File: src/rtl/alu_pkg.sv
// Shared ALU encodings and the issue-stage payload type.
// The payload carries an illegal bit only when ALU_ISSUE_ILLEGAL_TRAP_EN is defined.
package alu_pkg;

  localparam int unsigned PAYLOAD_DATA_W = 32;
  localparam int unsigned PAYLOAD_REG_W  = 5;
  localparam int unsigned OPSEL_W        = 4;
  localparam int unsigned FUNCT_W        = 6;

  localparam logic [OPSEL_W-1:0] OP_AND = 4'h0;
  localparam logic [OPSEL_W-1:0] OP_OR  = 4'h1;
  localparam logic [OPSEL_W-1:0] OP_ADD = 4'h2;
  localparam logic [OPSEL_W-1:0] OP_SUB = 4'h6;
  localparam logic [OPSEL_W-1:0] OP_SLT = 4'h7;
  localparam logic [OPSEL_W-1:0] OP_NOP = 4'hF;

  typedef enum logic [1:0] {
    ALUOP_ADD   = 2'b00,
    ALUOP_SUB   = 2'b01,
    ALUOP_RTYPE = 2'b10,
    ALUOP_SLT   = 2'b11
  } aluop_e;

  localparam logic [FUNCT_W-1:0] FUNCT_ADD = 6'b100000;
  localparam logic [FUNCT_W-1:0] FUNCT_SUB = 6'b100010;
  localparam logic [FUNCT_W-1:0] FUNCT_AND = 6'b100100;
  localparam logic [FUNCT_W-1:0] FUNCT_OR  = 6'b100101;
  localparam logic [FUNCT_W-1:0] FUNCT_SLT = 6'b101010;

  typedef struct packed {
    logic [OPSEL_W-1:0]        opsel;
    logic [PAYLOAD_DATA_W-1:0] a;
    logic [PAYLOAD_DATA_W-1:0] b;
    logic [PAYLOAD_REG_W-1:0]  rd;
`ifdef ALU_ISSUE_ILLEGAL_TRAP_EN
    logic                      illegal;
`endif
  } issue_payload_t;

endpackage

File: src/rtl/alu_op_decode.sv
// Combinational ALUOp/funct to OpSel decoder; o_illegal exists only with
// ALU_ISSUE_ILLEGAL_TRAP_EN defined.
module alu_op_decode
  import alu_pkg::*;
(
  input  logic [1:0]         i_aluop,
  input  logic [FUNCT_W-1:0] i_funct,
  output logic [OPSEL_W-1:0] o_opsel
`ifdef ALU_ISSUE_ILLEGAL_TRAP_EN
  ,
  output logic               o_illegal
`endif
);

  always_comb begin
    o_opsel = OP_NOP;
`ifdef ALU_ISSUE_ILLEGAL_TRAP_EN
    o_illegal = 1'b0;
`endif
    case (aluop_e'(i_aluop))
      ALUOP_ADD: o_opsel = OP_ADD;
      ALUOP_SUB: o_opsel = OP_SUB;
      ALUOP_SLT: o_opsel = OP_SLT;
      ALUOP_RTYPE: begin
        case (i_funct)
          FUNCT_ADD: o_opsel = OP_ADD;
          FUNCT_SUB: o_opsel = OP_SUB;
          FUNCT_AND: o_opsel = OP_AND;
          FUNCT_OR:  o_opsel = OP_OR;
          FUNCT_SLT: o_opsel = OP_SLT;
          default: begin
            // Unsupported funct: ALU sees a NOP select and yields 0
            o_opsel = OP_NOP;
`ifdef ALU_ISSUE_ILLEGAL_TRAP_EN
            o_illegal = 1'b1;
`endif
          end
        endcase
      end
      default: o_opsel = OP_NOP;
    endcase
  end

endmodule

File: src/rtl/alu_issue_stage.sv
// ALU issue stage: decode into a main/skid two-entry buffer with registered
// valid/ready. ALU_ISSUE_ILLEGAL_TRAP_EN adds the out_illegal port.
module alu_issue_stage
  import alu_pkg::*;
#(
  parameter int unsigned DATA_W = PAYLOAD_DATA_W,
  parameter int unsigned REG_W  = PAYLOAD_REG_W
) (
  input  logic               clk,
  input  logic               rst,
  input  logic               in_valid,
  output logic               in_ready,
  input  logic [1:0]         in_aluop,
  input  logic [FUNCT_W-1:0] in_funct,
  input  logic [DATA_W-1:0]  in_a,
  input  logic [DATA_W-1:0]  in_b,
  input  logic [REG_W-1:0]   in_rd,
  input  logic               flush,
  output logic               out_valid,
  input  logic               out_ready,
  output logic [OPSEL_W-1:0] out_opsel,
  output logic [DATA_W-1:0]  out_a,
  output logic [DATA_W-1:0]  out_b,
  output logic [REG_W-1:0]   out_rd
`ifdef ALU_ISSUE_ILLEGAL_TRAP_EN
  ,
  output logic               out_illegal
`endif
);

  typedef enum logic [1:0] {
    S_EMPTY = 2'd0,
    S_ONE   = 2'd1,
    S_TWO   = 2'd2
  } state_e;

  state_e         r_state, w_state_nxt;
  issue_payload_t r_main, r_skid, w_main_nxt, w_skid_nxt, w_dec;
  logic           r_out_valid, r_in_ready;
  logic           w_out_valid_nxt, w_in_ready_nxt;
  logic           w_accept, w_consume;
  logic [OPSEL_W-1:0] w_opsel;
`ifdef ALU_ISSUE_ILLEGAL_TRAP_EN
  logic           w_illegal;
`endif

  alu_op_decode u_decode (
    .i_aluop  (in_aluop),
    .i_funct  (in_funct),
    .o_opsel  (w_opsel)
`ifdef ALU_ISSUE_ILLEGAL_TRAP_EN
    ,
    .o_illegal(w_illegal)
`endif
  );

  // Payload built from the incoming instruction
  always_comb begin
    w_dec       = '0;
    w_dec.opsel = w_opsel;
    w_dec.a     = PAYLOAD_DATA_W'(in_a);
    w_dec.b     = PAYLOAD_DATA_W'(in_b);
    w_dec.rd    = PAYLOAD_REG_W'(in_rd);
`ifdef ALU_ISSUE_ILLEGAL_TRAP_EN
    w_dec.illegal = w_illegal;
`endif
  end

  assign w_accept  = in_valid && r_in_ready;
  assign w_consume = r_out_valid && out_ready;

  always_ff @(posedge clk) begin
    if (rst) begin
      r_state     <= S_EMPTY;
      r_main      <= '0;
      r_skid      <= '0;
      r_out_valid <= 1'b0;
      r_in_ready  <= 1'b1;
    end else begin
      r_state     <= w_state_nxt;
      r_main      <= w_main_nxt;
      r_skid      <= w_skid_nxt;
      r_out_valid <= w_out_valid_nxt;
      r_in_ready  <= w_in_ready_nxt;
    end
  end

  // Next state; valid/ready are registered copies of the next occupancy
  always_comb begin
    w_state_nxt = r_state;
    w_main_nxt  = r_main;
    w_skid_nxt  = r_skid;
    case (r_state)
      S_EMPTY: begin
        if (w_accept) begin
          w_main_nxt  = w_dec;
          w_state_nxt = S_ONE;
        end
      end
      S_ONE: begin
        if (w_accept && w_consume) begin
          w_main_nxt = w_dec;
        end else if (w_consume) begin
          w_state_nxt = S_EMPTY;
        end else if (w_accept) begin
          w_skid_nxt  = w_dec;
          w_state_nxt = S_TWO;
        end
      end
      S_TWO: begin
        if (w_consume) begin
          w_main_nxt  = r_skid;
          w_state_nxt = S_ONE;
        end
      end
      default: w_state_nxt = S_EMPTY;
    endcase
    // Flush drops everything, including an input accepted this cycle
    if (flush) begin
      w_state_nxt = S_EMPTY;
      w_main_nxt  = r_main;
      w_skid_nxt  = r_skid;
    end
    w_out_valid_nxt = (w_state_nxt != S_EMPTY);
    w_in_ready_nxt  = (w_state_nxt != S_TWO);
  end

  assign in_ready  = r_in_ready;
  assign out_valid = r_out_valid;
  assign out_opsel = r_main.opsel;
  assign out_a     = DATA_W'(r_main.a);
  assign out_b     = DATA_W'(r_main.b);
  assign out_rd    = REG_W'(r_main.rd);
`ifdef ALU_ISSUE_ILLEGAL_TRAP_EN
  assign out_illegal = r_main.illegal;
`endif

endmodule

File: config.mk
export PLATFORM = sky130hd
export DESIGN_NAME = alu_issue_stage
export DESIGN_NICKNAME = d
export VERILOG_FILES = /design/src/rtl/alu_pkg.sv /design/src/rtl/alu_op_decode.sv /design/src/rtl/alu_issue_stage.sv
export SDC_FILE = /design/constraint.sdc
export NUM_CORES = 1
export LEC_CHECK = 0
export ABC_AREA = 1
export CAP_MARGIN = 20
export CORE_ASPECT_RATIO = 0.5
export CORE_MARGIN = 4
export CORE_UTILIZATION = 49
export DETAILED_ROUTE_END_ITERATION = 10
export PLACE_DENSITY = 0.89
export REMOVE_ABC_BUFFERS = 1
export SYNTH_ARGS = -nofsm -noshare
export SYNTH_HDL_FRONTEND = slang
export SYNTH_SLANG_ARGS = --single-unit
File: constraint.sdc
create_clock -name clk -period 1.65 [get_ports clk]
set_input_delay 0.2475 -clock clk [delete_from_list [all_inputs] [get_ports clk]]
set_output_delay 0.2475 -clock clk [all_outputs]
set_load 0.1 [all_outputs]
Word-level counts from Yosys, hierarchy flattened
Index checks and enable logic that the tools add are counted.
{"block": "totals", "ff_bits": 150, "input_bits": 82, "output_inout_bits": 75, "wordCells": 50}
{"block": "classes", "eq_ne": 14, "n_mux": 13, "n_bitwise": 3, "n_reduce_logical": 9}
{"operator": "two-way mux 73 bit", "n": 3}
{"operator": "case mux 73 bit (3 select lines)", "n": 1}
{"operator": "equality test 6 bit (second input constant)", "n": 5}
{"operator": "case mux 4 bit (5 select lines)", "n": 1}
{"operator": "case mux 4 bit (4 select lines)", "n": 1}
{"operator": "two-way mux 2 bit", "n": 6}
{"operator": "AND reduction 5 bit", "n": 2}
{"operator": "inequality test 2 bit (second input constant)", "n": 4}
{"operator": "equality test 2 bit (second input constant)", "n": 3}
{"operator": "case mux 2 bit (3 select lines)", "n": 1}
{"operator": "equality test 2 x 1 -> 1 bit (second input constant)", "n": 2}
{"operator": "zero test 2 bit", "n": 2}
{"operator": "logical AND 1 bit", "n": 3}
{"operator": "NOT 1 bit", "n": 3}
{"operator": "nonzero test 3 bit", "n": 1}
{"operator": "nonzero test 2 bit", "n": 1}

Logic depth before layout (Yosys ltp)
{"block": "logic_depth", "depth_word": 7, "mapped_depth": 9, "depth_no_buf": 9}

Cells and area by module
A second synthesis with hierarchy kept.
{"block": "unflattened", "cells_unflattened": 1081, "hier_area_um2": 6801.5}
{"module": "alu_issue_stage", "instances": 1, "cells_each": 1046, "area_each_um2": 6641.4, "seq_area_each_um2": 3002.9}
{"module": "alu_op_decode", "instances": 1, "cells_each": 35, "area_each_um2": 160.2, "seq_area_each_um2": 0.0}

Worst setup path before layout
No wires, ideal clock.
{"block": "synth_timing", "path_type": "register -> register", "startpoint": "register r_in_ready, in the netlist in_ready", "endpoint": "register r_skid[50] (netlist bit)", "setup_time_ns": 0.119, "arrival_ns": 2.046, "required_ns": 1.531, "path_slack_ns": -0.515, "stages_incl_launch_ff": 10, "n_path_buf": 2, "synth_period_minus_slack_ns": 2.165, "path_cell_list": "dfxtp_1 > nand2_1 > inv_1 > nand3_1 > nor2_2 > inv_2 > buf_6 > clkbuf_2 > o21ai_0 > a21oi_1"}
{"block": "synth_between", "elab_chain_cells": 4}
{"element": "from (decl)", "line": "alu_issue_stage.sv:39", "source": "logic r_out_valid, r_in_ready;"}
{"element": "from (signal assigned)", "line": "alu_issue_stage.sv:84", "source": "r_in_ready <= w_in_ready_nxt;"}
{"element": "logical AND 1 bit (*)", "line": "alu_issue_stage.sv:69", "source": "assign w_accept = in_valid && r_in_ready;"}
{"element": "logical AND 1 bit", "line": "alu_issue_stage.sv:101", "source": "if (w_accept && w_consume) begin"}
{"element": "NOT 1 bit (no source line)"}
{"element": "AND reduction 5 bit (no source line) (*)"}
{"element": "to (signal assigned)", "line": "alu_issue_stage.sv:82", "source": "r_skid <= w_skid_nxt;"}
{"element": "to (decl)", "line": "alu_issue_stage.sv:38", "source": "issue_payload_t r_main, r_skid, w_main_nxt, w_skid_nxt, w_dec;"}
Mark *: on every way between the ends. The rest lies on a longest branch, timed or not.
A chain may end at the register's enable or synchronous reset.

Worst setup path in the final report
{"block": "layout_timing", "startpoint": "register r_state[0]", "endpoint": "register r_main (netlist bit out_rd[2])"}
{"block": "layout_between", "elab_chain_cells": 3, "word_cells_on_any_way": 9, "classes_between": "5 x eq/ne; 1 x mux; 3 x reduce/logical"}
{"element": "from (decl)", "line": "alu_issue_stage.sv:37", "source": "state_e r_state, w_state_nxt;"}
{"element": "from (signal assigned)", "line": "alu_issue_stage.sv:80", "source": "r_state <= w_state_nxt;"}
{"element": "equality test 2 x 1 -> 1 bit (tied with other cells)", "line": "alu_issue_stage.sv:93", "source": "case (r_state)"}
{"element": "inequality test 2 bit (no source line) or nonzero test 3 bit (tied branches)"}
{"element": "AND reduction 5 bit (no source line)"}
{"element": "to (signal assigned)", "line": "alu_issue_stage.sv:81", "source": "r_main <= w_main_nxt;"}
{"element": "to (decl)", "line": "alu_issue_stage.sv:38"}
Several ways; a longest one is shown, not always the timed one.

==> results.sh <==
export IMPL_status="finished, violations left"
export IMPL_violations="negative setup slack"
export IMPL_synthAdderAreaFrac=0
export IMPL_synth_warnings=0
export IMPL_period_share=1.07
export IMPL_fin_crit_ns=1.76
export IMPL_internal_power_mw=7.20
export IMPL_grt_ovfl_total=0
export IMPL_hp_start="r_skid[66]"
export IMPL_p_sw_mw=3.55
export IMPL_powerDensity_nw_per_um2=1140
export IMPL_netlist_instances=848
export IMPL_holdPathEnd="r_skid[66]"
export IMPL_p_leak_nw=3.82
export IMPL_worstSetupPathType="register to register"
export IMPL_cp_slowest_cell="dfxtp_2"
export IMPL_wl_um=22600
export IMPL_max_cap_violations=0
export IMPL_synth_top_area_share=0.489
export IMPL_slew_violations=0
export IMPL_grt_total_usage=0.243
export IMPL_diodes=0
export IMPL_combPwrFrac=0.261
export IMPL_syn_cell_area_sq_um=6140
export IMPL_drc_errors=0
export IMPL_ios=157
export IMPL_clk_latency_ns=0.42
export IMPL_root_buffer="clkbuf_16"
export IMPL_pwr_share_seq=0.374
export IMPL_yosys_mux_area_fraction=0
export IMPL_power_mw=10.7
export IMPL_grt_pass1_wl_um=29100
export IMPL_setup_viol=5
export IMPL_htreeDepth=4
export IMPL_final_nets=1068
export IMPL_dieArea_sq_um=14500
export IMPL_finalClockSkew_ns=0.00763
export IMPL_r2r_start="r_state[0]"
export IMPL_die_width_um=166
export IMPL_startpoint_type="register"
export IMPL_cts_tree="yes"
export IMPL_drt_iter0_markers=726
export IMPL_gp_congestion=0.818
export IMPL_vias=6724
export IMPL_synth_top_area_cell="dfxtp_1"
export IMPL_hold_depth=2
export IMPL_syn_to_final_growth_pct=53.4
export IMPL_cts_path_max_buffers=2
export IMPL_antenna_found_initial=0
export IMPL_hpwl_um=11400
export IMPL_grt_max_degree=143
export IMPL_place_area_sq_um=8540
export IMPL_crit_path_frequent_cell="nor2_1"
export IMPL_synthSimpleGateAreaFrac=0.158
export IMPL_max_freq_ghz=0.567
export IMPL_ys_ff_latch=150
export IMPL_final_common_cell="dfxtp_1"
export IMPL_tightestPinTransition_ns=0.575
export IMPL_synthTopCellsByArea="dfxtp_1, o21ai_0, nor2_1"
export IMPL_crit_family="simple AND/OR/NAND/NOR gates"
export IMPL_core_area_sq_um=12000
export IMPL_synth_compound_area_frac=0.246
export IMPL_crit_arrival_ns=2.05
export IMPL_fp_row_count=28
export IMPL_worstPathMaxFanout=9
export IMPL_synth_top_family_by_area="compound AO/OA/AOI/OAI gates"
export IMPL_numPortBuffers=156
export IMPL_postLayoutCellArea_sq_um=9420
export IMPL_wire_per_inst_um=19.4
export IMPL_clkSinkCount=150
export IMPL_r2r_setup_slack_ns=-0.11
export IMPL_switching_share=0.330
export IMPL_cts_buffers=17
export IMPL_synth_cell_type_count=24
export IMPL_rr_worst_depth=9
export IMPL_synth_xor_area_frac=0
export IMPL_cp_required_ns=1.94
export IMPL_rr_endpoint="out_rd[2]"
export IMPL_die_y_um=87.2
export IMPL_slew_headroom=0.617
export IMPL_p_clk_frac=0.365
export IMPL_drt_first_pass_iters=7
export IMPL_worst_path_buf_inv=3
export IMPL_cts_clk_slew_worst_paths_ns=0.06
export IMPL_initial_core_util=0.511
export IMPL_hold_viol_final=0
export IMPL_final_cell_mix="dfxtp_1, nor2_1, o21ai_0"
export IMPL_crit_path_cell_trace="inv_4 > nand2_4 > nor2_1 > nor3b_2 > nand2_4 > clkinv_8 > buf_12 > nor2_1 > nor2_1"
export IMPL_hp_class="register to register"
export IMPL_grt_pass1_vias=6179
export IMPL_endpoint_kind="register"
export IMPL_peakVddDrop_uv=878
export IMPL_antenna_left=0
export IMPL_layout_drive_gt1_share=0.148
export IMPL_viasPerCell=5.78
export IMPL_syn_mean_instance_area_sq_um=7.24
export IMPL_place_ws_ns=-0.298
export IMPL_ys_seq_area_frac=0.489
export IMPL_critPathMaxStageDelay_ns=0.34
export IMPL_setup_ws_ns=-0.115
## kinds of logic after synthesis
kind of cell,after synthesis
buffers and inverters,151
AO/OA/AOI/OAI,298
AND/OR/NAND/NOR,249
flip-flops,150
## cells in the mapped netlist, drive strengths merged
library cell and instances:
nand4 3, o21bai 3, nand2 93, inv 90, nor3b 1, clkinv 1
o2111ai 2, nor3 1, nand3 3, dfxtp 150, or2 1, clkbuf 29
a21oi 76, o21ai 216, a31oi 1, buf 31, nor2 147
## metal layers
layer | global-route usage | wire (um) | up-vias
li1 | - | - | 3030
met1 | 0.266 | 8420 | 3156
met2 | 0.468 | 11100 | 419
met3 | 0.0440 | 1850 | 119
met4 | 0.114 | 1240 | 0
met5 | 0 | 0 | -
## power by group through the flow
stage                     registers (mW)  logic, mW  clock network (mW)
final                               4.02       2.81                3.92
after global routing                4.03       2.91                4.07
after CTS                           4.01       2.65                3.88
after detailed placement            4.08       2.62                   0
after global placement              4.08       2.55                   0
after floorplan                     5.07      0.499                   0
## registers in the layout, indices dropped and copies added, names as in the netlist
signal	flops
r_skid	73
out_a	32
out_b	32
out_rd	5
out_opsel	4
r_state	2
in_ready	1
out_valid	1
## timing repair
action                                 4_1_cts  5_1_grt
endpoints found under the hold margin        0        0
buffers inserted                             0        2
setup endpoints to repair                    7      139
resized for setup                            5       38
hold buffers                                 0        0
cloned                                       0        9
pin swaps                                    0        7
## stage by stage
stage                     TNS [ns]  std cells   util  hold slack [ns]
final                       -0.309       1164  0.784            0.447
after global routing         -2.04       1164  0.784            0.462
after CTS                        0       1153  0.760            0.447
after detailed placement    -31.92       1121  0.710            0.439
after global placement      -21.83       1121  0.710            0.431
after floorplan            -214.60        788      -            0.317
## worst register-to-register path, delay by kind of cell (launching register included)
family | cells | cell delay, ns
and+or+nand+nor | 6 | 0.85
buffers and inverters | 3 | 0.44
DFF | 1 | 0.34
## area by class of cell
| type | count | area, sq um |
|---|---|---|
| clock buffer | 20 | 467 |
| clock inverter | 12 | 128 |
| fill | 669 | 2600 |
| inverter | 91 | 360 |
| multi-input combinational | 547 | 2510 |
| sequential | 150 | 3010 |
| tap | 165 | 206 |
| timing repair buffer | 179 | 2740 |
## how the worst max path moves through the flow
stage,cells after the start,slack [ns],start,end
after floorplan,9,-1.97,r_state[0],out_opsel[3]
after global placement,10,-0.22,out_ready,out_opsel[3]
after detailed placement,9,-0.30,in_valid,r_skid[27]
after CTS,9,0.002,out_valid,out_opsel[3]
after global routing,9,-0.14,r_state[0],out_rd[2]
final,9,-0.11,r_state[0],out_rd[2]
(Power assumes the default switching activity.)
